==> src/rtl/alu_arbiter.sv <==
// Two-requester arbiter/sequencer in front of one shared combinational 8-bit ALU.
// Define ALU_ARB_FIXED_PRI_EN for fixed priority (requester 0 wins); default is round-robin.
module alu_arbiter #(
  parameter int DW = 8
) (
  input  logic          CLK,
  input  logic          RESET,
  input  logic          req0_valid,
  output logic          req0_ready,
  input  logic [DW-1:0] req0_a,
  input  logic [DW-1:0] req0_b,
  input  logic [2:0]    req0_op,
  input  logic          req1_valid,
  output logic          req1_ready,
  input  logic [DW-1:0] req1_a,
  input  logic [DW-1:0] req1_b,
  input  logic [2:0]    req1_op,
  output logic [DW-1:0] alu_a,
  output logic [DW-1:0] alu_b,
  output logic [2:0]    alu_op,
  input  logic [DW-1:0] alu_y,
  input  logic          alu_c,
  input  logic          alu_v,
  input  logic          alu_n,
  input  logic          alu_z,
  output logic          rsp_valid,
  input  logic          rsp_ready,
  output logic          rsp_id,
  output logic [DW-1:0] rsp_y,
  output logic [3:0]    rsp_flags
);

  typedef enum logic [1:0] {IDLE, EXEC, RESP} state_t;

  state_t        state_q, state_d;
  logic          last_q, last_d;
  logic          id_q, id_d;
  logic [DW-1:0] a_q, a_d, b_q, b_d;
  logic [2:0]    op_q, op_d;
  logic [DW-1:0] y_q, y_d;
  logic [3:0]    flags_q, flags_d;
  logic          grant;
  logic          any_valid;

  assign any_valid = req0_valid | req1_valid;

  // Only the valids and the pointer feed the grant, so ready never depends on rsp_ready.
  always_comb begin
`ifdef ALU_ARB_FIXED_PRI_EN
    grant = ~req0_valid;
`else
    if (req0_valid && req1_valid) grant = ~last_q;
    else                          grant = ~req0_valid;
`endif
  end

  always_comb begin
    state_d    = state_q;
    last_d     = last_q;
    id_d       = id_q;
    a_d        = a_q;
    b_d        = b_q;
    op_d       = op_q;
    y_d        = y_q;
    flags_d    = flags_q;
    req0_ready = 1'b0;
    req1_ready = 1'b0;
    rsp_valid  = 1'b0;
    unique case (state_q)
      IDLE: begin
        if (!RESET && any_valid) begin
          req0_ready = ~grant;
          req1_ready = grant;
          state_d    = EXEC;
          last_d     = grant;
          id_d       = grant;
          a_d        = grant ? req1_a  : req0_a;
          b_d        = grant ? req1_b  : req0_b;
          op_d       = grant ? req1_op : req0_op;
        end
      end
      EXEC: begin
        y_d     = alu_y;
        flags_d = {alu_c, alu_v, alu_n, alu_z};
        state_d = RESP;
      end
      RESP: begin
        rsp_valid = 1'b1;
        if (rsp_ready) state_d = IDLE;
      end
      default: state_d = IDLE;
    endcase
  end

  always_ff @(posedge CLK or posedge RESET) begin
    if (RESET) begin
      state_q <= IDLE;
      last_q  <= 1'b1;
      id_q    <= 1'b0;
      a_q     <= '0;
      b_q     <= '0;
      op_q    <= '0;
      y_q     <= '0;
      flags_q <= '0;
    end else begin
      state_q <= state_d;
      last_q  <= last_d;
      id_q    <= id_d;
      a_q     <= a_d;
      b_q     <= b_d;
      op_q    <= op_d;
      y_q     <= y_d;
      flags_q <= flags_d;
    end
  end

  assign alu_a     = a_q;
  assign alu_b     = b_q;
  assign alu_op    = op_q;
  assign rsp_id    = id_q;
  assign rsp_y     = y_q;
  assign rsp_flags = flags_q;

endmodule
==> config.mk <==
export PLATFORM = sky130hd
export DESIGN_NAME = alu_arbiter
export DESIGN_NICKNAME = d
export VERILOG_FILES = /design/src/rtl/alu_arbiter.sv
export SDC_FILE = /design/constraint.sdc
export NUM_CORES = 1
export LEC_CHECK = 0
export CAP_MARGIN = 20
export CORE_AREA = 2 2 66 68
export DETAILED_ROUTE_END_ITERATION = 12
export DIE_AREA = 0 0 68 70
export PLACE_DENSITY = 0.82
export SYNTH_ARGS = -nofsm -noshare
export SYNTH_HDL_FRONTEND = slang
export SYNTH_SLANG_ARGS = --single-unit
==> constraint.sdc <==
create_clock -name CLK -period 2 [get_ports CLK]
set_input_delay 0.4 -clock CLK [delete_from_list [all_inputs] [get_ports CLK]]
set_output_delay 0.4 -clock CLK [all_outputs]
set_load 0.01 [all_outputs]
Yosys cells after proc, flatten, opt, wreduce, memory -nomap -nowiden
Cells that the tools add are included.
Storage, ports and cells
  word-level logic and storage cells: 34
  register bits: 35
  output and inout bits: 35
  input port bits: 55
Operators by class
  bitwise logic cells: 4
  eq/ne operators: 4
  mux-type cells: 12
  reductions and logical operators: 6
Operator list (count)
  2-to-1 mux 8 bit: 2
  2-to-1 mux 1 bit: 6
  one-hot mux 2 bit (3 select lines): 1
  2-to-1 mux 2 bit: 2
  != test 2 bit (second input constant): 2
  AND reduction 2 bit: 2
  2-to-1 mux 3 bit: 1
  NOT 1 bit: 3
  == test 2 x 1 -> 1 bit (second input constant): 1
  == test 2 bit (second input constant): 1
  logical AND 1 bit: 2
  logical NOT 2 bit: 1
  logical NOT 1 bit: 1
  OR 1 bit: 1

Longest topological paths before layout
Gate-level depths: netlist of the first run.
  depth in word-level cells: 5
  mapped depth: 5
  gate-level depth less buffers: 4

Least setup slack after synthesis of the first run
Ideal clock, no wire load.
  path type: register to output
  start point: reg last_q
  end point: out req0_ready
  arrival time: 1032 ps
  slack: 568 ps
  stages on the path, launching flop included: 5
  data required time: 1600 ps
  buffers on the path: 1
  cell sequence: dfstp_2 -> nor2b_1 -> buf_4 -> nand3b_1 -> inv_1
On the way
  word-level cells in the longest chain between the ends: 5
RTL lines
  start, declared: RTL line 36  | logic last_q, last_d;
  start signal, assigned: RTL line 107  | last_q <= last_d;
  NOT 1 bit: RTL line 52  | if (req0_valid && req1_valid) grant = ~last_q;
  2-to-1 mux 1 bit: RTL line 52
  NOT 1 bit: RTL line 72  | req0_ready = ~grant;
  2-to-1 mux 1 bit: RTL line 71  | if (!RESET && any_valid) begin
  2-to-1 mux 1 bit: RTL line 69  | unique case (state_q)
  end, declared: RTL line 9  | output logic req0_ready,
No other way between the ends.

Worst setup path in the final report of the first run
  start point: reg state_q[0]
  end point: out rsp_valid
On the way
  word-level cells in the longest chain between the ends: 2
RTL lines
  start, declared: RTL line 35  | state_t state_q, state_d;
  start signal, assigned: RTL line 106  | state_q <= state_d;
  == test 2 bit: RTL line 69
  2-to-1 mux 1 bit: RTL line 69
  end, declared: RTL line 26  | output logic rsp_valid,
No other way between the ends.

==> summary.md, run 1 <==
| Metric | Value |
|---|---|
| Non-Filler Instances | `about 280` |
| Sequence of cells on the critical path | `or2b_1 > inv_1 > clkdlybuf4s50_1` |
| Hold_buf cts | `0` |
| Antenna fix cells | `0` |
| Pin count of the biggest net entering global routing | `21` |
| Crit path time final | `approximately 1.9 ns` |
| Syn Nets | `186` |
| Synth warn | `0` |
| Worst reg2reg setup slack | `approximately 0.52 ns` |
| Clk root buf | `clkbuf_8` |
| Sequential area share after synthesis | `between 50% and 60%` |
| Deepest clock path buffer count | `2` |
| Met3 Use GR | `about 5%` |
| Avg Inst Size Synth | `roughly 12 um^2` |
| Critical Path Sink Type | `output port` |
| Vias | `around 1400` |
| Post-CTS Setup Repair Bufs | `0` |
| Critical-path maximum fanout | `4` |
| Leakage | `between 1 and 1.5 nW` |
| Worst path max stage delay | `0.53 ns` |
| GR Overflow Total | `0` |
| Reg clk slew, reported paths | `around 0.070 ns` |
| DIE HEIGHT | `70 um` |
| Slew margin rel. | `61.7%` |
| Ys flop type | `dfrtp_1` |
| Synthesized cell area | `around 0.0016 mm^2` |
| VDD IR max | `~0.00062 V` |
| Cells after DPL | `271` |
| Layout Nets | `281` |
| Gpl congestion | `~0.7` |
| Status | `completed` |
| Initial antenna violation count | `0` |
| #FFs+latches synth | `35` |
| Critical Path AT | `~1.5 ns` |
| Clock Skew | `around 0.0027 ns` |
| TritonCTS clock tree | `done` |
| Met1 GRT Util | `between 20% and 30%` |
| Pre-CTS setup slack | `-0.285 ns` |
| Top-level I/O count | `90` |
| Tightest Pin Transition | `~0.57 ns` |
| Total Power | `about 3.2 mW` |
| R2R Path End | `alu_b[1]$_DFFE_PP0P_` |
| Width of the die | `approximately 68 um` |
| Cell row count | `24` |
| Final worst-path cycle share | `between 90% and 100%` |
| Post-route ant nets | `0` |
| First drt pass iteration count | `4` |
| Final hold violation count | `0` |
| Met2 Use GR | `~33%` |
| Final setup violating endpoints | `0` |
| Max cap viols | `0` |
| GR Util All Layers | `18.9%` |
| Final WL | `about 4.2 mm` |
| H-tree depth | `2` |
| Final HPWL DP | `about 3.1 mm` |
| Core Area | `0.00414 mm^2` |
| CP Launch Type | `flop` |
| DRC | `0` |
| Setup Crit Path Kind | `reg -> out` |
| Vias/cell | `5.06` |
| Post-synth ARST share | `between 90% and 100%` |
| Avg WL per Cell | `around 15 um` |
| Hold Path Class | `in -> async` |
| CTS Buf Count | `5` |
| Worst EP required | `between 1.5 and 2 ns` |
| RSZ-0062 raised after global routing | `no` |
| Busiest grt layer | `met2` |
| Number of cells produced by synthesis | `around 130` |
| Final setup margin | `between 0.08 and 0.09 ns` |
| Initial DRC count | `47` |
| Layout area overhead | `65.4%` |
| Final Util | `between 60% and 70%` |
| Synth cell types | `22` |
| First-pass GRT wire length | `6.81 mm` |
| Port Buffers | `a little under 90` |
| Starting Density | `about two fifths` |
| Post-synth EDFFs | `0` |
| Max Clock Freq | `between 500 and 600 MHz` |
| Critical path's slowest cell | `clkdlybuf4s50_1` |
| Sink Count | `35` |
| Die area | `0.00476 mm^2` |
| Power density over cell area | `1240 mW/mm^2` |
| Filler cells | `360` |
| Vias in the first global route | `between 1000 and 1500` |
| Clk_lat worst skew | `around 0.28 ns` |
| RR Startpoint | `state_q[1]$_DFFE_PP0P_` |
| Layout cell share with drive strength beyond 1 | `between 10% and 20%` |
| R2r worst-path depth | `5` |
| Fin. max-slew vios | `0` |
## where the power goes
part | internal [mW] | switching [mW]
combinational | 0.951 | 0.563
sequential | 1.04 | 0.182
clock | 0.270 | 0.233
total | 2.27 | 0.978
## critical path, delay by kind of cell, from the launching register on
kind,cells,cell delay [ns]
buffers and inverters,2,0.58
AND/OR/NAND/NOR,1,0.25
flip-flops,1,0.41
## cells in the final DEF, fill, tap and decap left out, types with 2 or more instances in the layout
| master | count |
|---|---|
| buf_4 | 10 |
| nor3_2 | 11 |
| nor3_1 | 9 |
| inv_1 | 4 |
| o21a_1 | 2 |
| nand2_1 | 20 |
| clkbuf_2 | 2 |
| a221o_1 | 19 |
| clkdlybuf4s50_1 | 87 |
| dfrtp_1 | 34 |
| clkbuf_8 | 6 |
| mux2_2 | 12 |
## layout make-up
class	instances	area (um^2)	area share (%)
multi-input cells	81	623	23.7
clock inverters	1	5.00	0.191
clock buffers	6	82.6	3.15
flip-flops and latches	35	877	33.4
inverters	4	15.0	0.572
well taps	52	65.1	2.48
repair buffers	99	956	36.4
## worst max-delay path by stage
stage	slack, ns	endpoint	cells past startpoint	from
after global placement	-0.24	req1_ready	5	RESET
after detailed placement	-0.28	req1_ready	5	RESET
after CTS	0.03	req0_ready	6	RESET
final	0.09	rsp_valid	3	state_q[0]$_DFFE_PP0P_
after global routing	0.03	rsp_valid	3	state_q[1]$_DFFE_PP0P_
after floorplan	0.57	req0_ready	4	last_q$_DFFE_PP1P_
## cell usage after synthesis (2+ instances only)
library cell	instances	area [um^2]
buf_2	5	25.0
clkbuf_1	2	7.51
nor3_2	10	100
nand2_1	20	75.1
buf_4	2	15.0
mux2_2	12	135
dfrtp_1	34	851
o21a_1	2	15.0
inv_1	4	15.0
nor3_1	10	50.1
a221o_1	19	190
## routing by layer
metal / vias to the layer above / part of all wire [%]
met5: - / 0
met4: 0 / 0.69
met3: 5 / 6.4
met2: 45 / 53
met1: 688 / 40
li1: 668 / -
## kinds of logic (layout without fill, tap and decap cells)
logic type | count (synthesis) | in the layout | synth area share (%)
AO/OA/AOI/OAI | 23 | 23 | 13.6
multiplexers | 12 | 12 | 8.52
buffers and inverters | 15 | 110 | 5.91
flip-flops | 35 | 35 | 55.3
AND/OR/NAND/NOR | 46 | 46 | 16.7
## stage by stage
| step | TNS (ns) | hold WS [ns] | instance area [um^2] |
|---|---|---|---|
| 2_1_floorplan | 0 | 0.507 | 1590 |
| 5_1_grt | 0 | 0.525 | 2620 |
| 4_1_cts | 0 | 0.458 | 2630 |
| 3_3_place_gp | -0.451 | 0.479 | 2540 |
| 3_5_place_dp | -0.534 | 0.488 | 2540 |
| 6_report | 0 | 0.457 | 2620 |
## flip-flops by register name, indices dropped and copies added, names as in the netlist
register and count:
alu_a 8, alu_b 8, rsp_y 8, rsp_flags 4, alu_op 3, state_q 2, last_q 1, rsp_id 1
## what timing repair did
item,4_1_cts,5_1_grt
resized for setup,4,3
setup endpoints to repair,2,2
cloned,0,0
Note: power is estimated with default switching activity, not from simulation.
==> run 2, diff against run 1 <==
--- a/config.mk
+++ b/config.mk
@@ -6,10 +6,10 @@
 export NUM_CORES = 1
 export LEC_CHECK = 0
 export CAP_MARGIN = 20
-export CORE_AREA = 2 2 66 68
+export CORE_AREA = 2 2 68 70
 export DETAILED_ROUTE_END_ITERATION = 12
-export DIE_AREA = 0 0 68 70
-export PLACE_DENSITY = 0.82
+export DIE_AREA = 0 0 70 72
+export PLACE_DENSITY = 0.78
 export SYNTH_ARGS = -nofsm -noshare
 export SYNTH_HDL_FRONTEND = slang
 export SYNTH_SLANG_ARGS = --single-unit
==> constraint.sdc (replaced) <==
create_clock -name CLK -period 1.8 [get_ports CLK]
set_input_delay 0.36 -clock CLK [delete_from_list [all_inputs] [get_ports CLK]]
set_output_delay 0.36 -clock CLK [all_outputs]
set_load 0.01 [all_outputs]
==> run 2 against run 1 <==
  * Non-clock buffer count rose by 6
  * Largest cell class unchanged
  * Register-to-register slack worse by 0.28 ns
  * Total power grew 13%
  * Hold slack worse by 0.19 ns
  * Core utilization is 0.29 points lower
  * Sequential share of layout area down 0.79 points
  * Combinational power rose by 15%
  * Highest routed layer unchanged
  * Critical path depth rose by 1
  * Die area rose by 5.9%
  * Cell count is 2.2% higher
  * Clock-buffer cell count stayed put
==> summary.md, run 2 (synthesis results as in run 1) <==
| Metric | Value |
|---|---|
| Most frequent cells in the layout | `clkdlybuf4s50_1, dfrtp_1, nand2_1` |
| Cell row count | `24 (unchanged)` |
| Setup Crit Path Kind | `reg -> out` |
| Vias | `1414 (+0.57%)` |
| Slew margin rel. | `80.2% (+19 points)` |
| Sw frac | `30.2% (about the same)` |
| Leakage | `1.15 nW (+4.3%)` |
| Hold WS | `0.265 ns (-0.192 ns)` |
| GR Overflow Total | `0 (unchanged)` |
| R2R Path End | `alu_b[2]$_DFFE_PP0P_` |
| Vias/cell | `4.98 (-1.6%)` |
| Cells after DPL | `275 (+1.5%)` |
| Deepest clock path buffer count | `2 (unchanged)` |
| Filler cells | `379 (+5.3%)` |
| Sink Count | `35 (unchanged)` |
| Layout Nets | `287 (+2.1%)` |
| Gpl congestion | `0.728 (+6.2%)` |
| Total Power | `3.65 mW (+13%)` |
| Top-level I/O count | `90 (unchanged)` |
| Fin. max-slew vios | `0 (unchanged)` |
| Reg area | `877 um^2 (unchanged)` |
| Post-route ant nets | `0 (unchanged)` |
| Switching pwr | `1.10 mW (+13%)` |
| R2r worst-path depth | `5 (unchanged)` |
| Core Area | `0.00426 mm^2 (+2.9%)` |
| Worst reg2reg setup slack | `0.24 ns (-0.28 ns)` |
| RR Startpoint | `state_q[1]$_DFFE_PP0P_` |
| GR Util All Layers | `18.2% (-0.73 points)` |
| Critical Path AT | `1.36 ns (-0.15 ns)` |
| Post-DP Area | `0.00258 mm^2 (+1.7%)` |
| CP Launch Type | `flop` |
| H-tree depth | `2 (unchanged)` |
| Initial DRC count | `42 (-11%)` |
| Final WL | `4.30 mm (+2.6%)` |
| Final HPWL DP | `3.22 mm (+3.0%)` |
| Avg WL per Cell | `15.1 um (+0.43%)` |
| Final instance area | `0.00269 mm^2 (+2.4%)` |
| Hold Path Class | `in -> async` |
| Layout cell share with drive strength beyond 1 | `21.6% (+2.1 points)` |
| DIE HEIGHT | `72 um (+2.9%)` |
| Final hold violation count | `0 (unchanged)` |
| Critical Path Sink Type | `output port` |
| Status | `completed` |
| Layout area overhead | `69.4%` |
| TritonCTS clock tree | `done` |
| Crit path time final | `between 1.5 and 2 ns` |
| Non-Filler Instances | `284 (+2.2%)` |
| RSZ-0062 raised after global routing | `no` |
| Initial antenna violation count | `0 (unchanged)` |
| Width of the die | `70 um (+2.9%)` |
| First-pass GRT wire length | `7.18 mm (+5.4%)` |
| Worst EP required | `1.44 ns (-0.16 ns)` |
| Final worst-path cycle share | `95.4%` |
| CTS Buf Count | `5 (unchanged)` |
| Starting Density | `37.2% (-1.1 points)` |
| Final Util | `63.0% (-0.29 points)` |
| Combinational power share | `47.4% (+0.7 points)` |
| Setup TNS | `0 ns (unchanged)` |
| DRC | `0 (unchanged)` |
| Antenna fix cells | `0 (unchanged)` |
| Port Buffers | `89 (unchanged)` |
| Area occupied by multi-input gates | `623 um^2 (unchanged)` |
| Commonest non-fill, non-tap cell in the layout | `clkdlybuf4s50_1` |
| Clock Skew | `0.00578 ns (+0.00312 ns)` |
| Seq pwr share | `37.2% (-0.6 points)` |
| Hold_buf cts | `0 (unchanged)` |
| Die area | `0.00504 mm^2 (+5.9%)` |
| Max Clock Freq | `582 MHz` |
| Tightest Pin Transition | `0.297 ns (-0.278 ns)` |
| Final setup margin | `0.0831 ns (-0.00317 ns)` |
| Critical-path maximum fanout | `3 (-1)` |
| First drt pass iteration count | `4 (unchanged)` |
| Max cap viols | `0 (unchanged)` |
| Pin count of the biggest net entering global routing | `24 (+14%)` |
| Reg clk slew, reported paths | `0.07 ns (about the same)` |
| VDD IR max | `0.000617 V (-0.56%)` |
| Pint | `2.55 mW (+13%)` |
| Vias in the first global route | `1527 (+3.0%)` |
| Clk pwr share | `15.4% (about the same)` |
| Power density over cell area | `1360 mW/mm^2 (+9.9%)` |
| Pre-CTS setup slack | `-0.479 ns (-0.195 ns)` |
| Clk root buf | `clkbuf_8` |
| Clk_lat worst skew | `0.28 ns (about the same)` |
| Final setup violating endpoints | `0 (unchanged)` |
-- run 2: cell types whose count changed in the layout (fill, tap and decap cells not counted), sizes merged --
cell           delta
buf               +7
clkdlybuf4s50     -3
dlygate4sd2       +2
clkbuf            -2
clkdlybuf4s15     +1
dlymetal6s2s      +1
-- run 2: area by class of cell --
class | instances | area share (%)
multi-input cells | 81 | 23.2
well taps | 52 | 2.42
repair buffers | 105 | 37.9
inverters | 4 | 0.559
clock buffers | 6 | 3.07
clock inverters | 1 | 0.186
flip-flops and latches | 35 | 32.6
-- run 2: power groups by stage --
| stage | logic, mW | clock network (mW) | registers (mW) |
|---|---|---|---|
| 2_1_floorplan | 0.585 | 0 | 1.52 |
| 3_3_place_gp | 1.72 | 0 | 1.36 |
| 3_5_place_dp | 1.75 | 0 | 1.36 |
| 4_1_cts | 1.76 | 0.578 | 1.36 |
| 5_1_grt | 1.85 | 0.611 | 1.42 |
| 6_report | 1.73 | 0.561 | 1.36 |
-- run 2: worst max-delay path, cell delays in order (launching register included) --
cell and delay (ns):
dfstp_2 0.55, nor2b_2 0.05, nand3b_1 0.19, inv_1 0.07, clkdlybuf4s15_2 0.22
-- run 2: worst max-delay path by stage --
stage / from / endpoint / slack [ns] / depth (start not counted)
2_1_floorplan: last_q$_DFFE_PP1P_ / req0_ready / 0.41 / 4
3_3_place_gp: RESET / req1_ready / -0.41 / 4
3_5_place_dp: RESET / req1_ready / -0.48 / 4
4_1_cts: state_q[1]$_DFFE_PP0P_ / req0_ready / 0.006 / 5
5_1_grt: state_q[0]$_DFFE_PP0P_ / req1_ready / 0.02 / 4
6_report: last_q$_DFFE_PP1P_ / req0_ready / 0.08 / 4
-- run 2: what timing repair did --
item | CTS | global route
setup buffers | 3 | 0
gates cloned | 0 | 0
resized for setup | 10 | 1
pin swaps | 1 | 1
endpoints found under the hold margin | 0 | 0
endpoints found under the setup margin | 3 | 1
-- run 2: metal layers --
layer	vias up	wire length, um	GRT usage (%)
li1	679	-	-
met1	675	1760	21.5
met2	55	2210	33.0
met3	5	274	4.58
met4	0	55	5.13
met5	-	0	0
==> run 3, diff against run 2 <==
--- a/config.mk
+++ b/config.mk
@@ -9,7 +9,7 @@
 export CORE_AREA = 2 2 68 70
 export DETAILED_ROUTE_END_ITERATION = 12
 export DIE_AREA = 0 0 70 72
-export PLACE_DENSITY = 0.78
+export PLACE_DENSITY_LB_ADDON = 0.25
 export SYNTH_ARGS = -nofsm -noshare
 export SYNTH_HDL_FRONTEND = slang
 export SYNTH_SLANG_ARGS = --single-unit
==> run 3 against run 2 <==
  * Global-route usage unchanged
  * Register-to-register slack better by 0.03 ns
  * Critical path depth unchanged
  * Critical path type unchanged
  * Largest power group unchanged
==> summary.md, run 3 (synthesis results as in run 1) <==
| Metric | Value |
|---|---|
| Status | `completed` |
| CP Launch Type | `flop` |
| Layout cell share with drive strength beyond 1 | `20.5% (-1.0 points)` |
| Clk pwr share | `15.2% (-0.2 points)` |
| Port Buffers | `89 (unchanged)` |
| Cells after DPL | `272 (-1.1%)` |
| Sequence of cells on the critical path | `nor2b_2 > nand3b_1 > inv_1 > clkdlybuf4s15_2` |
| Width of the die | `70 um (unchanged)` |
| DRC | `0 (unchanged)` |
| Post-DP Area | `0.00255 mm^2 (-1.4%)` |
| Switching pwr | `1.10 mW (-0.56%)` |
| Most frequent cells in the layout | `clkdlybuf4s50_1, dfrtp_1, nand2_1` |
| Max cap viols | `0 (unchanged)` |
| Hold Path Class | `in -> async` |
| Clk root buf | `clkbuf_8` |
| Vias/cell | `5.07 (+1.9%)` |
| Final instance area | `0.00266 mm^2 (-1.0%)` |
| Crit path time final | `1.70 ns (-0.0147 ns)` |
| Antenna fix cells | `0 (unchanged)` |
| Final WL | `4.27 mm (-0.56%)` |
| Vias | `1425 (+0.78%)` |
| Max Clock Freq | `587 MHz (+0.86%)` |
| GR Util All Layers | `18.2% (unchanged)` |
| Final Util | `62.4% (-0.65 points)` |
| Final hold violation count | `0 (unchanged)` |
| TritonCTS clock tree | `done` |
| Leakage | `1.13 nW (-1.8%)` |
| Tightest Pin Transition | `0.549 ns (+0.252 ns)` |
| Starting Density | `37.2% (unchanged)` |
| Clk_lat worst skew | `0.28 ns (about the same)` |
| Vias in the first global route | `1566 (+2.6%)` |
| Worst reg2reg setup slack | `0.27 ns (+0.03 ns)` |
| Worst EP required | `1.44 ns (about the same)` |
| Pin count of the biggest net entering global routing | `21 (-13%)` |
| Worst path max stage delay | `0.56 ns (about the same)` |
| Sw frac | `30.2% (+0.047 points)` |
| Layout area overhead | `67.7%` |
| Power density over cell area | `1360 mW/mm^2 (+0.32%)` |
| Hold WS | `0.197 ns (-0.0677 ns)` |
| Pint | `2.53 mW (-0.78%)` |
| GR Overflow Total | `0 (unchanged)` |
| Initial DRC count | `47 (+12%)` |
| Combinational power share | `46.7% (-0.7 points)` |
| Final HPWL DP | `3.29 mm (+2.1%)` |
| Filler cells | `345 (-9.0%)` |
| Die area | `0.00504 mm^2 (unchanged)` |
| Seq pwr share | `38.0% (+0.8 points)` |
| Cell row count | `24 (unchanged)` |
| H-tree depth | `2 (unchanged)` |
| Post-route ant nets | `0 (unchanged)` |
| Deepest clock path buffer count | `2 (unchanged)` |
| Critical path's slowest cell | `dfstp_2` |
| Sink Count | `35 (unchanged)` |
| Non-Filler Instances | `281 (-1.1%)` |
| Avg WL per Cell | `15.2 um (+0.50%)` |
| Fin. max-slew vios | `0 (unchanged)` |
| Reg clk slew, reported paths | `0.07 ns (about the same)` |
| Hold_buf cts | `0 (unchanged)` |
| Commonest non-fill, non-tap cell in the layout | `clkdlybuf4s50_1` |
| Gpl congestion | `0.723 (-0.67%)` |
| Core Area | `0.00426 mm^2 (unchanged)` |
| Setup TNS | `0 ns (unchanged)` |
| Slew margin rel. | `63.4% (-17 points)` |
| CTS Buf Count | `5 (unchanged)` |
| R2r worst-path depth | `5 (unchanged)` |
| Critical-path maximum fanout | `3 (unchanged)` |
| Initial antenna violation count | `0 (unchanged)` |
| RR Startpoint | `state_q[0]$_DFFE_PP0P_` |
| Layout Nets | `284 (-1.0%)` |
| VDD IR max | `0.000564 V (-8.7%)` |
| Final setup violating endpoints | `0 (unchanged)` |
| Critical Path AT | `1.34 ns (-0.02 ns)` |
| DIE HEIGHT | `72 um (unchanged)` |
| RSZ-0062 raised after global routing | `no` |
| Clock Skew | `0.00586 ns (+0.0000813 ns)` |
| Setup Crit Path Kind | `reg -> out` |
| Final worst-path cycle share | `94.6% (-0.81 points)` |
| Critical Path Sink Type | `output port` |
| First drt pass iteration count | `4 (unchanged)` |
| R2R Path End | `alu_b[2]$_DFFE_PP0P_` |
| First-pass GRT wire length | `7.17 mm (about the same)` |
| Top-level I/O count | `90 (unchanged)` |
run 3: cell count changes in the layout (fill, tap and decap cells not counted):
cell	change
clkdlybuf4s15_1	+1
nor3_2	-1
buf_12	-1
dlygate4sd2_1	-1
nor3_4	+1
buf_4	-2
run 3: worst max path at each step:
stage                           startpoint  slack, ns         end  cells past startpoint
floorplan               last_q$_DFFE_PP1P_       0.41  req0_ready                      4
global placement                     RESET      -0.40  req0_ready                      5
detailed placement                   RESET      -0.45  req0_ready                      5
CTS                             req1_valid      0.005  req0_ready                      5
global route        state_q[0]$_DFFE_PP0P_       0.03  req0_ready                      4
finish                  last_q$_DFFE_PP1P_        0.1  req0_ready                      4
run 3: timing repair:
| item | in CTS | in global routing |
|---|---|---|
| buffers inserted | 2 | 0 |
| endpoints found under the setup margin | 3 | 1 |
| pin swaps | 3 | 1 |
| gates resized for setup | 10 | 3 |
run 3: critical path: cells and delay by family (launching register included):
| kind | cells | cell delay, ns |
|---|---|---|
| and+or+nand+nor | 2 | 0.22 |
| buffers and inverters | 2 | 0.29 |
| DFF | 1 | 0.56 |
run 3: power groups by stage:
stage	logic (mW)	registers, mW	clock network, mW
6_report	1.69	1.38	0.552
5_1_grt	1.81	1.42	0.608
4_1_cts	1.72	1.37	0.577
3_5_place_dp	1.71	1.38	0
3_3_place_gp	1.68	1.36	0
2_1_floorplan	0.585	1.52	0
run 3: layout make-up:
cell class | count | area (um^2) | area share [%]
clock buffers | 6 | 82.6 | 3.10
clock inverters | 1 | 5.00 | 0.188
inverters | 4 | 15.0 | 0.564
multi-input cells | 81 | 629 | 23.7
flip-flops and latches | 35 | 877 | 33.0
well taps | 52 | 65.1 | 2.45
repair buffers | 102 | 986 | 37.1
run 3: layer usage:
metal | GRT usage (%) | part of all wire (%) | vias up
met5 | 0 | 0 | -
met4 | 7.05 | 1.4 | 0
met3 | 5.28 | 6.8 | 7
met2 | 31.9 | 52 | 60
met1 | 21.2 | 40 | 689
li1 | - | - | 669
run 3: metrics by stage:
step / power, mW / setup WS (ns)
6_report: 3.62 / 0.0978
5_1_grt: 3.84 / 0.0297
4_1_cts: 3.67 / 0.00549
3_5_place_dp: 3.09 / -0.452
3_3_place_gp: 3.03 / -0.399
2_1_floorplan: 2.11 / 0.408
==> RTL change: new RTL, settings of run 2 <==
Build with the macro `ALU_ARB_FIXED_PRI_EN` defined.
--- a/src/rtl/alu_arbiter.sv
+++ b/src/rtl/alu_arbiter.sv
@@ -1,5 +1,7 @@
 // Two-requester arbiter/sequencer in front of one shared combinational 8-bit ALU.
 // Define ALU_ARB_FIXED_PRI_EN for fixed priority (requester 0 wins); default is round-robin.
+`define ALU_ARB_FIXED_PRI_EN
+
 module alu_arbiter #(
   parameter int DW = 8
 ) (
Check against the original RTL: not equivalent (a bounded check fails within 4 cycles, from zero or initial values and one cycle with RESET high).
==> RTL change against run 2 <==
Sequential cell count decreased by 1. Routed wire length decreased by 10%. Critical endpoint is now req1_ready. Area after synthesis decreased by 3.7%. Combinational power decreased by 12%. Non-clock buffer count decreased by 9. Power decreased by 8.4%. Setup slack improved by 0.00078 ns. Cell area decreased by 3.6%.
==> RTL change: results (changes against run 2) <==
* Comb pwr at 1.52 mW (was 1.73 mW)
* Post-synthesis mux area share at 0.375 (was 0.0852)
* Critical Path End: req1_ready (was req0_ready)
* GRT Total Usage at 0.159 (was 0.182)
* Library cells used by synthesis at 13 (was 22)
* Via/cell ratio at 4.65 (was 4.98)
* Routed length on met2 at 2.04 mm (was 2.21 mm)
* WL/cell at 15.5 um (was 15.1 um)
* DR iter-0 viols at 20 (was 42)
* Vias in the first global route at 1,306 (was 1,527)
* Grt met1 use at 0.162 (was 0.215)
* WHS at 0.467 ns (was 0.265 ns)
* Worst R2R Setup Slack at 0.18 ns (was 0.24 ns)
* Fin nets at 253 (was 287)
* Met3 WL at 337 um (was 274 um)
* Post-synthesis area per instance at 15.3 sq um (was 12.1 sq um)
* FF-to-FF Start: state_q[0] (was state_q[1])
* GPL Wtd Cong at 0.716 (was 0.728)
* Dpl cells at 242 (was 275)
* Fraction of layout cells with a size suffix above 1 at 0.335 (was 0.216)
* Status: completed (unchanged)
* Peak VDD IR at 0.000673 V (was 0.000617 V)
* Power per Cell Area at 1290 nW/um^2 (was 1360 nW/um^2)
* HPWL after detailed placement at 3.04 mm (was 3.22 mm)
* Compound-gate portion of the synthesized area at 0.00328 (was 0.136)
* DRT Pass-1 Iters at 3 (was 4)
-- RTL change: cell type report --
cell class              count  area [sq um]
flip-flops and latches     34           851
multi-input cells          58           631
fillers                   348          1670
well taps                  52          65.1
repair buffers             96           950
inverters                   3          11.3
clock buffers               6          82.6
-- RTL change: what timing repair did --
item                                    CTS  global route
pin swaps                                 2             2
gates resized for setup                   9             3
endpoints found under the hold margin     0             0
setup buffers                             1             0
endpoints found under the setup margin    3             3
hold buffers                              0             0
-- RTL change: critical path: stages (launching register included) --
cell and delay (ns):
dfrtp_1 0.39, buf_4 0.16, nor4_4 0.24, nor2b_1 0.16
buf_2 0.14
-- RTL change: per-stage QoR --
step	setup slack, ns	setup TNS, ns	area, sq um
CTS	0.0105	0	2580
finish	0.0839	0	2590
detailed placement	-0.379	-4.70	2500
global route	0.0197	0	2590
global placement	-0.347	-4.03	2500
floorplan	0.232	0	1530
